## src/rtl/pipeline_flow_ctrl_pkg.sv

```systemverilog
// Shared definitions for the pipeline flow controller: cond codes, tag file
// fields, FSM state encoding and a small tag helper.
package pipeline_flow_ctrl_pkg;

  localparam logic [1:0] PARTS_COND_FLOW  = 2'd0;
  localparam logic [1:0] PARTS_COND_STALL = 2'd1;
  localparam logic [1:0] PARTS_COND_ZERO  = 2'd2;

  localparam logic [1:0] TAG_GPR = 2'b00;
  localparam logic [1:0] TAG_CP0 = 2'b01;
  localparam logic [1:0] TAG_HI  = 2'b10;
  localparam logic [1:0] TAG_LO  = 2'b11;

  localparam int TAG_W = 7;

  typedef enum logic {
    ST_RUN     = 1'b0,
    ST_MD_WAIT = 1'b1
  } flow_state_e;

  // Tag 7'd0 is both "no operand" and GPR $0; it never creates a dependency.
  function automatic logic tag_valid(input logic [TAG_W-1:0] tag);
    return tag != '0;
  endfunction

endpackage

```

## src/rtl/pipeline_flow_ctrl_hazard_cmp.sv

```systemverilog
// Combinational RAW hazard detector: flags when a live ID source tag matches
// a destination tag still in flight in EX, ME or WB.
module flow_hazard_cmp
  import pipeline_flow_ctrl_pkg::*;
(
  input  logic [TAG_W-1:0] raddr1,
  input  logic [TAG_W-1:0] raddr2,
  input  logic [TAG_W-1:0] ex_waddr,
  input  logic [TAG_W-1:0] me_waddr,
  input  logic [TAG_W-1:0] wb_waddr,
  output logic             hazard
);

  logic hit1;
  logic hit2;

  always_comb begin
    hit1 = tag_valid(raddr1) &&
           ((raddr1 == ex_waddr) || (raddr1 == me_waddr) || (raddr1 == wb_waddr));
    hit2 = tag_valid(raddr2) &&
           ((raddr2 == ex_waddr) || (raddr2 == me_waddr) || (raddr2 == wb_waddr));
    hazard = hit1 || hit2;
  end

endmodule

```

## src/rtl/pipeline_flow_ctrl.sv

```systemverilog
// Central 5-stage pipeline flow controller: mult/div sequencing with a
// watchdog, RAW/overflow bubbles, and stall/bubble performance counters.
module pipeline_flow_ctrl
  import pipeline_flow_ctrl_pkg::*;
#(
  parameter int MD_TIMEOUT = 40,
  parameter int CNT_W      = 32
) (
  input  logic              clk,
  input  logic              reset,
  input  logic [TAG_W-1:0]  id_raddr1,
  input  logic [TAG_W-1:0]  id_raddr2,
  input  logic [TAG_W-1:0]  ex_waddr,
  input  logic [TAG_W-1:0]  me_waddr,
  input  logic [TAG_W-1:0]  wb_waddr,
  input  logic              mult_div_stall,
  input  logic              cal_finish,
  input  logic              overflow_stall,
  output logic [1:0]        if_cond,
  output logic [1:0]        id_cond,
  output logic [1:0]        ex_cond,
  output logic [1:0]        me_cond,
  output logic [1:0]        wb_cond,
  output logic              md_timeout,
  output logic [CNT_W-1:0]  stall_cnt,
  output logic [CNT_W-1:0]  bubble_cnt,
  output flow_state_e       dbg_state
);

  localparam int MD_CNT_W = $clog2(MD_TIMEOUT + 1);

  flow_state_e         state_q, state_d;
  logic [MD_CNT_W-1:0] md_cnt_q, md_cnt_d;
  logic                md_timeout_q, md_timeout_d;
  logic [CNT_W-1:0]    stall_cnt_q, stall_cnt_d;
  logic [CNT_W-1:0]    bubble_cnt_q, bubble_cnt_d;
  logic                hazard;
  logic                bubble_any;

  flow_hazard_cmp u_hazard_cmp (
    .raddr1   (id_raddr1),
    .raddr2   (id_raddr2),
    .ex_waddr (ex_waddr),
    .me_waddr (me_waddr),
    .wb_waddr (wb_waddr),
    .hazard   (hazard)
  );

  always_ff @(posedge clk or posedge reset) begin
    if (reset) begin
      state_q      <= ST_RUN;
      md_cnt_q     <= '0;
      md_timeout_q <= 1'b0;
      stall_cnt_q  <= '0;
      bubble_cnt_q <= '0;
    end else begin
      state_q      <= state_d;
      md_cnt_q     <= md_cnt_d;
      md_timeout_q <= md_timeout_d;
      stall_cnt_q  <= stall_cnt_d;
      bubble_cnt_q <= bubble_cnt_d;
    end
  end

  always_comb begin
    state_d      = state_q;
    md_cnt_d     = md_cnt_q;
    md_timeout_d = md_timeout_q;
    if_cond      = PARTS_COND_FLOW;
    id_cond      = PARTS_COND_FLOW;
    ex_cond      = PARTS_COND_FLOW;
    me_cond      = PARTS_COND_FLOW;
    wb_cond      = PARTS_COND_FLOW;

    case (state_q)
      ST_RUN: begin
        if (mult_div_stall && !cal_finish) begin
          // Freeze IF..EX around the calculator; ME takes a bubble, WB drains.
          if_cond  = PARTS_COND_STALL;
          id_cond  = PARTS_COND_STALL;
          ex_cond  = PARTS_COND_STALL;
          me_cond  = PARTS_COND_ZERO;
          state_d  = ST_MD_WAIT;
          md_cnt_d = MD_CNT_W'(1);
        end else if (overflow_stall || hazard) begin
          if_cond = PARTS_COND_STALL;
          id_cond = PARTS_COND_STALL;
          ex_cond = PARTS_COND_ZERO;
        end
      end
      ST_MD_WAIT: begin
        if (cal_finish) begin
          state_d  = ST_RUN;
          md_cnt_d = '0;
        end else if (md_cnt_q == MD_CNT_W'(MD_TIMEOUT)) begin
          // Watchdog: release the pipeline and latch the sticky error.
          state_d      = ST_RUN;
          md_cnt_d     = '0;
          md_timeout_d = 1'b1;
        end else begin
          if_cond  = PARTS_COND_STALL;
          id_cond  = PARTS_COND_STALL;
          ex_cond  = PARTS_COND_STALL;
          me_cond  = PARTS_COND_ZERO;
          md_cnt_d = md_cnt_q + MD_CNT_W'(1);
        end
      end
      default: begin
        state_d  = ST_RUN;
        md_cnt_d = '0;
      end
    endcase

    if (reset) begin
      if_cond = PARTS_COND_STALL;
      id_cond = PARTS_COND_STALL;
      ex_cond = PARTS_COND_STALL;
      me_cond = PARTS_COND_STALL;
      wb_cond = PARTS_COND_STALL;
    end

    bubble_any = (if_cond == PARTS_COND_ZERO) || (id_cond == PARTS_COND_ZERO) ||
                 (ex_cond == PARTS_COND_ZERO) || (me_cond == PARTS_COND_ZERO) ||
                 (wb_cond == PARTS_COND_ZERO);

    stall_cnt_d  = stall_cnt_q  + ((if_cond != PARTS_COND_FLOW) ? CNT_W'(1) : CNT_W'(0));
    bubble_cnt_d = bubble_cnt_q + (bubble_any ? CNT_W'(1) : CNT_W'(0));
  end

  assign md_timeout = md_timeout_q;
  assign stall_cnt  = stall_cnt_q;
  assign bubble_cnt = bubble_cnt_q;
  assign dbg_state  = state_q;

endmodule

```

## config.mk

```make
export PLATFORM = sky130hd
export DESIGN_NAME = pipeline_flow_ctrl
export DESIGN_NICKNAME = d
export VERILOG_FILES = /design/src/rtl/pipeline_flow_ctrl_pkg.sv /design/src/rtl/pipeline_flow_ctrl_hazard_cmp.sv /design/src/rtl/pipeline_flow_ctrl.sv
export SDC_FILE = /design/constraint.sdc
export NUM_CORES = 1
export LEC_CHECK = 0
export CAP_MARGIN = 40
export CORE_UTILIZATION = 51
export CTS_CLUSTER_SIZE = 8
export DETAILED_ROUTE_END_ITERATION = 8
export GPL_ROUTABILITY_DRIVEN = 0
export PLACE_DENSITY = 0.86
export SLEW_MARGIN = 25
export SYNTH_ARGS = -nofsm -noshare
export SYNTH_HDL_FRONTEND = slang
export SYNTH_SLANG_ARGS = --single-unit
export TNS_END_PERCENT = 20
```

## constraint.sdc

```tcl
create_clock -name clk -period 9.2 [get_ports clk]
set_input_delay 1.84 -clock clk [delete_from_list [all_inputs] [get_ports clk]]
set_output_delay 1.84 -clock clk [all_outputs]
set_load 0.005 [all_outputs]
```

### Yosys cells after proc, flatten, opt, wreduce, memory -nomap -nowiden

Index checks and enable logic that the tools add are counted.

* eq/ne operators: 12
* bitwise logic cells: 2
* reduce and logical (&&, ||, !) cells: 17
* mux-type cells: 26
* $add $sub $neg: 3

Operators by type and width (count)
* 32-bit by 1-bit adder with 32-bit output: 2
* 7-bit equality test: 6
* 6-bit 2-to-1 mux: 3
* 2-bit 2-to-1 mux: 8
* 7-bit nonzero test: 2
* 2-bit one-hot mux with 2 select lines: 3
* 6-bit one-hot mux with 2 select lines: 1
* 1-bit 2-to-1 mux: 10
* 1-bit logical OR: 9
* 2-bit equality test (second input constant): 4
* 6-bit by 1-bit adder with 6-bit output (second input constant): 1
* 6-bit equality test (second input constant): 1
* 1-bit logical AND: 3
* 3-bit AND reduction: 1
* 2-bit != test (second input constant): 1
* 1-bit inverter: 2
* 1-bit one-hot mux with 2 select lines: 1
* 2-bit nonzero test: 1
* 1-bit logical NOT: 1

* register bits: 72
* word-level logic and storage cells: 65

### Longest topological paths before layout

* depth after elaboration: 16
* mapped depth: 15
* mapped depth without buffers: 15

### By module

Synthesis repeated with hierarchy kept, for this count alone.

* cell total of the unflattened synthesis: 369
* area, all modules: 3990.1 µm²

By module, submodules not included
* pipeline_flow_ctrl: area each 3490.8 µm², cells each 308, sequential area each 1801.7 µm², instances 1
* flow_hazard_cmp: area each 499.2 µm², cells each 61, sequential area each 0.0 µm², instances 1

### Worst setup path after synthesis

Ideal clock, no wire load.

* path kind: input -> output
* start: input reset
* end: output if_cond[0]
* path buffers: 1
* setup slack: 3.330 ns
* arrival: 4.030 ns
* stages: 4
* cell sequence: inv_1 nand2_1 o21bai_1 buf_4

* word-level cells in the longest chain between the ends: 1

RTL lines
* from (decl): line pipeline_flow_ctrl.sv:10 `input logic reset,`
* 2-bit 2-to-1 mux
* to (decl): line pipeline_flow_ctrl.sv:19 `output logic [1:0] if_cond,`

Every way passes these cells.

### Worst setup path in the final report

* start: input id_raddr1[6]
* end: output id_cond[0]

* word-level cells in the longest chain between the ends: 10
* elaborated cells on any way between the ends: 13
* classes of those cells: 3 x eq/ne; 4 x mux; 6 x reduce/logical

RTL lines
* from (decl): line pipeline_flow_ctrl.sv:11 `input logic [TAG_W-1:0] id_raddr1,`
* 7-bit equality test: line pipeline_flow_ctrl_hazard_cmp.sv:19 `((raddr1 == ex_waddr) || (raddr1 == me_waddr) || (raddr1 == wb_waddr));`
* 1-bit logical OR (2 in series): line pipeline_flow_ctrl_hazard_cmp.sv:19
* 1-bit logical AND (*): line pipeline_flow_ctrl_hazard_cmp.sv:18 `hit1 = tag_valid(raddr1) &&`
* 1-bit logical OR (*): line pipeline_flow_ctrl_hazard_cmp.sv:22 `hazard = hit1 || hit2;`
* 1-bit logical OR (*): line pipeline_flow_ctrl.sv:85 `end else if (overflow_stall || hazard) begin`
* 1-bit 2-to-1 mux (*): line pipeline_flow_ctrl.sv:85
* 1-bit 2-to-1 mux (*): line pipeline_flow_ctrl.sv:77 `if (mult_div_stall && !cal_finish) begin`
* 2-bit one-hot mux with 2 select lines (*): line pipeline_flow_ctrl.sv:75 `case (state_q)`
* 2-bit 2-to-1 mux (*): line pipeline_flow_ctrl.sv:114 `if (reset) begin`
* to (decl): line pipeline_flow_ctrl.sv:20 `output logic [1:0] id_cond,`

Every way passes the cells marked *; elsewhere a longest branch is shown, timed or not. The select of a mux whose other input is x is not followed.

==> insert_results.sql <==
INSERT INTO impl_metrics (metric_group, metric, value, unit) VALUES
('drt', 'routedWlPerCell', '14.7', 'µm'),
('clock_network', 'post_cts.resized_instances', '0', ''),
('sta', 'fin_worst_skew', '0.0121', 'ns'),
('worst_setup_path', 'end_kind', 'output port', ''),
('sta', 'hold_viol', '0', ''),
('clock_network', 'cts_sinks', '72', ''),
('sta', 'grt_setup_unrepaired', 'no', ''),
('synthesis', 'synthesis.area', '0.00374', 'mm²'),
('run_status', 'run_status', 'finished, final reports clean', ''),
('synthesis', 'synthesis.area_per_instance', '10.7', 'µm²'),
('floorplan', 'floorplan.rows', '30', ''),
('power_and_ir_drop', 'total_leakage_power', '2.21', 'nW'),
('sta', 'worst-slew-pin-transition', '0.590', 'ns'),
('synthesis', 'synthMostInstantiatedCell', 'dfrtp_1', ''),
('global_route', 'grt_antenna_before_repair', '0', ''),
('place', 'place_worst_setup_slack', '3.00', 'ns'),
('synthesis', 'netlist_top_cells_count', '72 x dfrtp_1, 63 x xnor2_1, 39 x xor2_1', ''),
('worst_setup_path', 'regToRegSetupSlack', '5.89', 'ns'),
('finish', 'utilization', '74.7', '%'),
('floorplan', 'width_of_the_die', '87.6', 'µm'),
('sta', 'timing_max_transition_violations_final', '0', ''),
('sta', 'setup_slack', '2.93', 'ns'),
('worst_setup_path', 'worst-setup-path-type', 'in2out', ''),
('sta', 'portion_of_the_clock_cycle_consumed_by_the_worst_path_in_the_final_layout', '68.1', '%'),
('clock_network', 'cts.root.buffer_cell', 'clkbuf_8', ''),
('power_and_ir_drop', 'max-vdd-ir-drop', '0.0000914', 'V'),
('sta', 'setup_violations', '0', ''),
('drt', 'post-route-drc-count', '0', ''),
('sta', 'min_period', '6.27', 'ns'),
('clock_network', 'post_cts.repair.setup_buffers', '0', ''),
('synthesis', 'yosys.cell_types.count', '39', ''),
('place', 'postPlaceCellArea', '0.00497', 'mm²'),
('finish', 'final_design_area_no_fill', '0.00518', 'mm²'),
('clock_network', 'cts_tree', 'built', ''),
('global_route', 'grt.total_usage', '22.9', '%'),
('global_route', 'first_global_vias', '2979', ''),
('finish', 'antenna_diode_count', '0', ''),
('global_route', 'pin_count_of_the_biggest_net_entering_global_routing', '42', ''),
('drt', 'dr.first_iter.drc_count', '80', ''),
('synthesis', 'dominantRegCellSynth', 'dfrtp_1', ''),
('floorplan', 'core_region_area', '0.00694', 'mm²'),
('worst_setup_path', 'critical_path.startpoint_type', 'primary input', ''),
('clock_network', 'cts_htree_levels', '3', ''),
('clock_network', 'cts-buffers-inserted', '9', ''),
('worst_hold_path', 'worst_hold_path_type', 'reg2reg', ''),
('floorplan', 'design.portCount', '116', ''),
('sta', 'worst_slew_slack_as_a_fraction_of_its_limit', '60.3', '%'),
('floorplan', 'initial_core_util', '53.8', '%'),
('sta', 'finalSetupTns', '0', 'ns'),
('place', 'portBuffers', '112', ''),
('worst_setup_path', 'worstPathRequired', '7.36', 'ns'),
('synthesis', 'synth.yosys.warnings', '0', ''),
('flow_run', 'number_of_max_capacitance_violations_reported', '0', ''),
('clock_network', 'clk_pin_slew_worst_paths', '0.07', 'ns'),
('synthesis', 'synthDominantAreaCellType', 'dfrtp_1', ''),
('finish', 'finish.net_count', '515', ''),
('sta', 'fin_hold_ws', '0.463', 'ns'),
('clock_network', 'clkLatencyLatePin', '0.35', 'ns'),
('finish', 'share_of_layout_cells_above_drive_strength_1', '5.71', '%'),
('floorplan', 'die-area', '0.00768', 'mm²'),
('drt', 'residual_antenna_violating_net_count_after_detailed_routing', '0', ''),
('global_route', 'grt_overflow_total', '0', ''),
('finish', 'layout.cells.non_filler', '569', ''),
('place', 'numPlacedInstances', '554', ''),
('drt', 'detailroute.via_count', '3013', ''),
('drt', 'route.detailed.vias_per_inst', '5.30', ''),
('worst_setup_path', 'critPathMaxFanout', '4', ''),
('synthesis', 'number_of_synthesized_register_bits', '72', ''),
('drt', 'wirelength', '8360', 'µm'),
('synthesis', 'number_of_enable_type_register_cells_in_the_synthesized_netlist', '0', ''),
('place', 'detailedPlacementHpwl', '6580', 'µm');
## kinds of logic after synthesis
| family | after synthesis | synth area share [%] |
|---|---|---|
| compound gates | 20 | 3.15 |
| fa+ha+maj | 6 | 2.01 |
| xor+xnor | 102 | 23.9 |
| mux | 1 | 0.268 |
| buf+inv | 18 | 2.41 |
| other cells | 1 | 0.100 |
| flops | 72 | 48.2 |
| simple gates | 129 | 20.0 |
## layout by cell type (no fill, tap or decap), drive strengths merged, types with 7 or more instances in the layout
| master | n |
|---|---|
| dfrtp | 72 |
| nand3 | 24 |
| clkdlybuf4s50 | 112 |
| and3 | 8 |
| inv | 11 |
| xnor2 | 63 |
| o21ai | 8 |
| clkbuf | 10 |
| xor2 | 39 |
| nor4 | 11 |
| nand4 | 21 |
| nand2 | 23 |
| nor2 | 21 |
| nor3 | 7 |
## per-layer routing
layer	routed length [µm]	track usage, %	part of all wire [%]
met1	3510	26.8	42
met2	4200	39.3	50
met3	431	6.60	5.2
met4	214	9.54	2.6
met5	0	0	0
## power by group
group          switching (mW)  leakage (nW)  internal, mW
combinational          0.0673          1.14         0.102
sequential             0.0429         0.958         0.347
clock                   0.116         0.108         0.158
total                   0.226          2.21         0.607
## sequential cells by signal (all words and copies together), names as in the netlist
signal / flops
bubble_cnt: 32
dbg_state: 1
md_cnt_q: 6
md_timeout: 1
stall_cnt: 32
## path summary, 6_finish.rpt
path                                  end          from  depth (start not counted)
hold reg to reg                md_timeout    md_timeout                          1
setup / recovery               id_cond[0]  id_raddr1[6]                          8
setup reg to reg            stall_cnt[28]   md_cnt_q[0]                         15
min in group asynchronous   bubble_cnt[0]         reset                          3
hold / removal                 md_timeout    md_timeout                          1
max in group asynchronous  bubble_cnt[29]         reset                          4
## critical path, stage by stage
cell,delay (ns)
clkdlybuf4s50_1,0.53
xor2_1,0.22
nor4_1,0.51
nand4_1,0.20
a31oi_1,0.23
nor3_1,0.07
o21bai_1,0.27
clkdlybuf4s50_1,0.56
## area by class of cell
| type | count | area [µm²] |
|---|---|---|
| clock buffers | 10 | 138 |
| clock inverters | 5 | 81.3 |
| fillers | 507 | 1760 |
| inverters | 11 | 41.3 |
| multi-input cells | 261 | 1850 |
| flip-flops and latches | 72 | 1800 |
| well taps | 96 | 120 |
| repair buffers | 114 | 1150 |
No activity file was read; power rests on OpenSTA's default activity.
